## src/rtl/kfps2kb_command_sequencer.sv

```systemverilog
// ============================================================================
// Module      : kfps2kb_command_sequencer
// Description : Host-to-keyboard PS/2 command scheduler. Arbitrates keyboard
//               reset, LED update and generic command requests, drives the
//               transmitter and consumes FA/FE/AA/FC replies.
//               Optional feature macro: KFPS2KB_POWERUP_RESET_EN
// Revision    : 1.0 - initial release
// ============================================================================
`default_nettype none

module kfps2kb_command_sequencer #(
    parameter logic [15:0] ACK_TIMEOUT = 16'd50000,
    parameter logic [23:0] BAT_TIMEOUT = 24'd800000,
    parameter int          MAX_RETRY   = 2
) (
    input  logic       clock_i,
    input  logic       reset_i,
    input  logic       rx_valid_i,
    input  logic [7:0] rx_data_i,
    input  logic       tx_ready_i,
    input  logic       tx_done_i,
    output logic       tx_valid_o,
    output logic [7:0] tx_data_o,
    input  logic       kbd_rst_req_i,
    input  logic       led_req_i,
    input  logic [2:0] led_state_i,
    input  logic       cmd_req_i,
    input  logic [7:0] cmd_byte_i,
    output logic [2:0] grant_o,
    output logic       rx_consume_o,
    output logic       busy_o,
    output logic       done_o,
    output logic       error_o
);

    localparam int RETRY_W = (MAX_RETRY < 1) ? 1 : $clog2(MAX_RETRY + 1);
    localparam logic [RETRY_W-1:0] C_RETRY_LIM = RETRY_W'(MAX_RETRY);
    localparam logic [23:0] C_ACK_LAST = {8'd0, ACK_TIMEOUT} - 24'd1;
    localparam logic [23:0] C_BAT_LAST = BAT_TIMEOUT - 24'd1;

    localparam logic [7:0] C_BYTE_ACK    = 8'hFA;
    localparam logic [7:0] C_BYTE_RESEND = 8'hFE;
    localparam logic [7:0] C_BYTE_BAT_OK = 8'hAA;
    localparam logic [7:0] C_BYTE_BAT_NG = 8'hFC;

    typedef enum logic [2:0] {
        S_IDLE     = 3'd0,
        S_SEND     = 3'd1,
        S_WAIT_TX  = 3'd2,
        S_WAIT_ACK = 3'd3,
        S_WAIT_BAT = 3'd4,
        S_DONE     = 3'd5,
        S_ERR      = 3'd6
    } state_t;

    typedef enum logic [1:0] {
        K_RST = 2'd0,
        K_LED = 2'd1,
        K_CMD = 2'd2
    } kind_t;

    state_t               state_q, state_d;
    kind_t                kind_q, kind_d;
    logic                 idx_q, idx_d;
    logic [7:0]           tx_data_q, tx_data_d;
    logic [7:0]           led_byte_q, led_byte_d;
    logic [RETRY_W-1:0]   retry_q, retry_d;
    logic [23:0]          cnt_q, cnt_d;
    logic [2:0]           grant_q, grant_d;
    logic                 w_consume;
    logic                 w_pend;
    logic                 w_rst_any;
    logic [23:0]          w_cnt_inc;

`ifdef KFPS2KB_POWERUP_RESET_EN
    // One-shot internal reset request, raised by reset and retired when granted.
    logic pend_q;
    logic pend_d;

    always_comb begin
        pend_d = pend_q && (state_q != S_IDLE);
    end

    always_ff @(posedge clock_i) begin
        if (reset_i) begin
            pend_q <= 1'b1;
        end else begin
            pend_q <= pend_d;
        end
    end

    assign w_pend = pend_q;
`else
    assign w_pend = 1'b0;
`endif

    assign w_rst_any = kbd_rst_req_i | w_pend;
    assign w_cnt_inc = (cnt_q == 24'hFF_FFFF) ? cnt_q : cnt_q + 24'd1;

    always_comb begin
        state_d    = state_q;
        kind_d     = kind_q;
        idx_d      = idx_q;
        tx_data_d  = tx_data_q;
        led_byte_d = led_byte_q;
        retry_d    = retry_q;
        cnt_d      = cnt_q;
        grant_d    = 3'b000;
        w_consume  = 1'b0;

        case (state_q)
            S_IDLE: begin
                if (w_rst_any) begin
                    state_d   = S_SEND;
                    kind_d    = K_RST;
                    tx_data_d = 8'hFF;
                    grant_d   = {2'b00, kbd_rst_req_i};
                    idx_d     = 1'b0;
                    retry_d   = '0;
                end else if (led_req_i) begin
                    state_d    = S_SEND;
                    kind_d     = K_LED;
                    tx_data_d  = 8'hED;
                    led_byte_d = {5'b00000, led_state_i};
                    grant_d    = 3'b010;
                    idx_d      = 1'b0;
                    retry_d    = '0;
                end else if (cmd_req_i) begin
                    state_d   = S_SEND;
                    kind_d    = K_CMD;
                    tx_data_d = cmd_byte_i;
                    grant_d   = 3'b100;
                    idx_d     = 1'b0;
                    retry_d   = '0;
                end
            end
            S_SEND: begin
                if (tx_ready_i) begin
                    state_d = S_WAIT_TX;
                end
            end
            S_WAIT_TX: begin
                if (tx_done_i) begin
                    cnt_d   = '0;
                    state_d = S_WAIT_ACK;
                end
            end
            S_WAIT_ACK: begin
                // Reply bytes take precedence over a timeout expiring the same cycle.
                if (rx_valid_i && (rx_data_i == C_BYTE_ACK)) begin
                    w_consume = 1'b1;
                    retry_d   = '0;
                    if ((kind_q == K_LED) && !idx_q) begin
                        idx_d     = 1'b1;
                        tx_data_d = led_byte_q;
                        state_d   = S_SEND;
                    end else if (kind_q == K_RST) begin
                        cnt_d   = '0;
                        state_d = S_WAIT_BAT;
                    end else begin
                        state_d = S_DONE;
                    end
                end else if (rx_valid_i && (rx_data_i == C_BYTE_RESEND)) begin
                    w_consume = 1'b1;
                    if (retry_q < C_RETRY_LIM) begin
                        retry_d = retry_q + RETRY_W'(1);
                        state_d = S_SEND;
                    end else begin
                        state_d = S_ERR;
                    end
                end else if (w_cnt_inc == C_ACK_LAST) begin
                    state_d = S_ERR;
                end else begin
                    cnt_d = w_cnt_inc;
                end
            end
            S_WAIT_BAT: begin
                if (rx_valid_i && (rx_data_i == C_BYTE_BAT_OK)) begin
                    w_consume = 1'b1;
                    state_d   = S_DONE;
                end else if (rx_valid_i && (rx_data_i == C_BYTE_BAT_NG)) begin
                    w_consume = 1'b1;
                    state_d   = S_ERR;
                end else if (w_cnt_inc == C_BAT_LAST) begin
                    state_d = S_ERR;
                end else begin
                    cnt_d = w_cnt_inc;
                end
            end
            S_DONE: begin
                state_d = S_IDLE;
            end
            S_ERR: begin
                state_d = S_IDLE;
            end
            default: begin
                state_d = S_IDLE;
            end
        endcase
    end

    always_ff @(posedge clock_i) begin
        if (reset_i) begin
            state_q    <= S_IDLE;
            kind_q     <= K_CMD;
            idx_q      <= 1'b0;
            tx_data_q  <= 8'h00;
            led_byte_q <= 8'h00;
            retry_q    <= '0;
            cnt_q      <= '0;
            grant_q    <= 3'b000;
        end else begin
            state_q    <= state_d;
            kind_q     <= kind_d;
            idx_q      <= idx_d;
            tx_data_q  <= tx_data_d;
            led_byte_q <= led_byte_d;
            retry_q    <= retry_d;
            cnt_q      <= cnt_d;
            grant_q    <= grant_d;
        end
    end

    assign tx_valid_o   = (state_q == S_SEND);
    assign tx_data_o    = tx_data_q;
    assign grant_o      = grant_q;
    assign rx_consume_o = w_consume & ~reset_i;
    assign busy_o       = (state_q != S_IDLE);
    assign done_o       = (state_q == S_DONE);
    assign error_o      = (state_q == S_ERR);

endmodule

`default_nettype wire

```

## config.mk

```make
export PLATFORM = sky130hd
export DESIGN_NAME = kfps2kb_command_sequencer
export DESIGN_NICKNAME = d
export VERILOG_FILES = /design/src/rtl/kfps2kb_command_sequencer.sv
export SDC_FILE = /design/constraint.sdc
export NUM_CORES = 1
export LEC_CHECK = 0
export CAP_MARGIN = 20
export CELL_PAD_IN_SITES_DETAIL_PLACEMENT = 1
export CELL_PAD_IN_SITES_GLOBAL_PLACEMENT = 2
export CORE_MARGIN = 4
export CORE_UTILIZATION = 38
export CTS_BUF_LIST = sky130_fd_sc_hd__clkbuf_8
export CTS_CLUSTER_SIZE = 30
export DETAILED_ROUTE_END_ITERATION = 6
export DONT_BUFFER_PORTS = 1
export HOLD_SLACK_MARGIN = 0.12
export PLACE_DENSITY = 0.81
export SLEW_MARGIN = 20
export SYNTH_ARGS = -nofsm -noshare
export SYNTH_HDL_FRONTEND = slang
export SYNTH_SLANG_ARGS = --single-unit
```

## constraint.sdc

```tcl
create_clock -name clock_i -period 4.5 [get_ports clock_i]
set_input_delay 1.35 -clock clock_i [delete_from_list [all_inputs] [get_ports clock_i]]
set_output_delay 1.35 -clock clock_i [all_outputs]
set_load 0.005 [all_outputs]
```

==> results.md <==
* Status: finished clean
* Max IR drop VDD at 242 uV
* Minimum clock period at 3.93 ns
* Max stage delay cell, worst path: or4_1
* Worst hold slack at 0.466 ns
* Total gr overflow at 0
* FF-to-FF Start: cnt_q[0]
* Slew Viols, Final at 0
* RSZ-0062 raised after global routing: false
* Initial antenna violation count at 0
* Post-DP HPWL at 7.76 mm
* Synth area leader: dfxtp_1
* Cell area after synthesis at 3350 um2
* Rel. slew slack at 0.520
* Die Width at 102 um
* Die Footprint at 10400 um2
* Leakage at 1.07 nW
* Worst setup EP type: register
* EDFF count, synth at 0
* First-pass GRT wire length at 17.9 mm
* Worst hold path type: register to register
* Logic pwr share at 0.307
* Fin Setup TNS at 0 ns
* DR vias/cell at 6.44
* Critical-path maximum fanout at 13
* Number of global-route vias before repair at 3498
* CP Launch Type: register
* Clock Latency Late Sink at 0.32 ns
* Area share of the largest cell type after synthesis at 0.275
* Switching Fraction at 0.404
* Synthesized Nets at 477
* IO buf count at 0
* Final Power at 1.18 mW
* Io pins at 43
* Worst hold path stage count at 2
* DRC at 0
* Worst EP required at 4.73 ns
* Post-route insts no fill at 529
* Unique cell type count in the Yosys netlist at 71
* Max Fclk at 254 MHz
* Worst-path clk slew at 0.11 ns
* H-tree depth at 2
* Wire per inst at 20.3 um
* DIE HEIGHT at 102 um
* Via count at 3406
* Postcts setup bufs at 0
* CTS buffer count at 5
* Initial DRT Pass Iterations at 4
* Worst path cell trace: ha_1, nand4_2, or4_1, nor3_1, and4b_1, o2111ai_1, nor4_4, nor3_2, buf_4, nand2_2, o41ai_1
* Area growth, synth to finish at 3.25%
* Multi-input gate area at 2200 um2
* Register bit total from synthesis at 46
* Largest net degree at the start of global routing at 45
* Max-Cap Viols at 0
* DP Cell Count at 521
* All-Layer GR Usage at 0.216
* Placed inst area at 3350 um2
* PwrDens at 341 nW/um2
* Synth Warn # at 0
* Iter 0 DRT Violations at 157
* Synth top area cells: dfxtp_1, a21oi_1, nor2_1
* Sequential cell area fraction in the yosys report at 0.275
* Post-route ant nets at 0
* FP Rows at 33
* Internal Dissipation at 702 uW
* Actual slew at the worst max-slew pin at 0.717 ns
* CTS Root Cell: clkbuf_8
* CP Class: register to register
* PostCTS Resize Cnt at 0
* Core Area at 8380 um2
* CTS Hold Bufs at 0
* Worst Path Arrival at 4.16 ns
* Synth async-reset ratio at 0
* Period utilization at 0.874
* Clk pwr share at 0.252
* Slowest stage delay, CP at 0.64 ns
* Sequential share of power at 0.441
* Worst reg-to-reg path cell count at 11
* Reg2reg end: cnt_q[3]
* Avg Cell Area, Syn at 7.45 um2
* Crit path to: cnt_q[3]
* Top FF cell, synth: dfxtp_1
* Clock skew at 0.0154 ns
* WL final at 10.7 mm
* Final setup viols at 0
* Clock Sinks at 46
* Ant diodes at 0
* Post-Syn Instances at 449
* Max Buffers Root-to-Sink at 2
* Worst reg2reg setup slack at 0.57 ns
* GPL Wtd Cong at 0.914
* Psw at 475 uW
* Worst hold path startpoint: idx_q
* Share of post-route cells with drive strength above 1 at 0.0849
* Post-route cell area at 3460 um2
* CTS tree: built
* Hold Fails Final Rpt at 0
* Initial Util at 0.399
* Final-layout fill cell count at 1027
* FF/Latch Area at 921 um2
* CP startpoint: cnt_q[0]
* Nets at 451
## synth_stat cells (2+ instances only)
cell        n
xor2_1      3
and3_1      6
or4_1       3
clkbuf_1   23
o2111ai_1   3
inv_1      13
a31oi_1     4
o22ai_1     4
a31o_2      3
o31ai_1     2
o32ai_1     8
o2bb2ai_1   3
nor4_1      8
nor2b_1     4
o21a_1      3
nand3b_1    2
o221ai_1    2
dfxtp_1    46
nand4_1    19
buf_4       2
nand2b_1    4
or3_1       7
and2_1      5
nand4_2     2
a41oi_1     3
mux2i_1     9
clkbuf_2    2
and4_1      5
xnor2_1     8
a21oi_1    37
buf_2       9
nor2_1     41
buf_1       3
nor3_2      3
a211oi_1    3
or2_2       3
o41ai_1     3
nand3_1    16
o211ai_1    6
nor3b_1     3
nand2_1    37
nand4b_1    6
o21ai_0    26
nor4_2      2
nor3_1     19
## registers in the layout, summed over array words and instances, names as in the netlist
name,count
cnt_q,24
tx_data_o,8
grant_o,3
led_byte_q,3
state_q,3
kind_q,2
retry_q,2
idx_q,1
## worst min-delay path by stage
| stage | to | slack, ns |
|---|---|---|
| detailed placement | idx_q | 0.45 |
| global route | idx_q | 0.49 |
| finish | idx_q | 0.47 |
| floorplan | idx_q | 0.43 |
| CTS | idx_q | 0.46 |
| global placement | idx_q | 0.44 |
## metrics by stage
stage,util,worst slack [ns]
6_report,0.412,0.569
3_5_place_dp,0.400,0.571
2_1_floorplan,-,1.01
5_1_grt,0.412,0.150
3_3_place_gp,0.400,0.768
4_1_cts,0.412,0.544
## critical path: cells and delay by family (launching register included)
kind | cells | cell delay, ns
buffers and inverters | 1 | 0.30
AO/OA/AOI/OAI | 2 | 0.68
AND/OR/NAND/NOR | 7 | 1.97
flip-flops | 1 | 0.44
adder cells (fa/ha/maj) | 1 | 0.45
## cells in the final DEF, fill, tap and decap left out, types with 4 or more instances in the layout
| master | instances |
|---|---|
| nand3_1 | 16 |
| o21ai_0 | 26 |
| buf_4 | 7 |
| or3_1 | 7 |
| o32ai_1 | 8 |
| nor4_1 | 8 |
| and3_1 | 6 |
| dfxtp_1 | 46 |
| nand2_1 | 37 |
| o22ai_1 | 4 |
| mux2i_1 | 9 |
| nand2b_1 | 4 |
| and4_1 | 5 |
| inv_1 | 13 |
| o211ai_1 | 6 |
| clkbuf_8 | 5 |
| xnor2_1 | 8 |
| nand4_1 | 19 |
| nand4b_1 | 6 |
| nor3_1 | 19 |
| nor2_1 | 41 |
| a21oi_1 | 37 |
| and2_1 | 5 |
| nor2b_1 | 4 |
## layer usage
layer / vias up / global-route usage / share of wire
met5: - / 0 / 0
met4: 0 / 0.0616 / 0.014
met3: 12 / 0.0464 / 0.057
met2: 85 / 0.377 / 0.48
met1: 1669 / 0.269 / 0.45
li1: 1640 / - / -
## power by group through the flow
stage	clock, mW	combinational (mW)	sequential [mW]
6_report	0.296	0.362	0.519
5_1_grt	0.321	0.412	0.531
4_1_cts	0.306	0.365	0.520
2_1_floorplan	0	0.311	0.493
3_5_place_dp	0	0.362	0.529
3_3_place_gp	0	0.351	0.528
## cells by family after synthesis
logic type | synth area share
adders and majority gates | 0.00374
buffers and inverters | 0.0680
and+or+nand+nor | 0.349
DFF | 0.275
muxes | 0.0269
xor gates and xnor gates | 0.0288
AOI/OAI and AO/OA | 0.249
## layout make-up
cell class	instances	area share
Multi-Input combinational cell	350	0.638
Sequential cell	46	0.266
Tap cell	105	0.0380
Clock buffer	5	0.0199
Timing Repair Buffer	7	0.0152
Inverter	13	0.0141
Clock inverter	3	0.00833
Power figures use the tool's default switching activity.
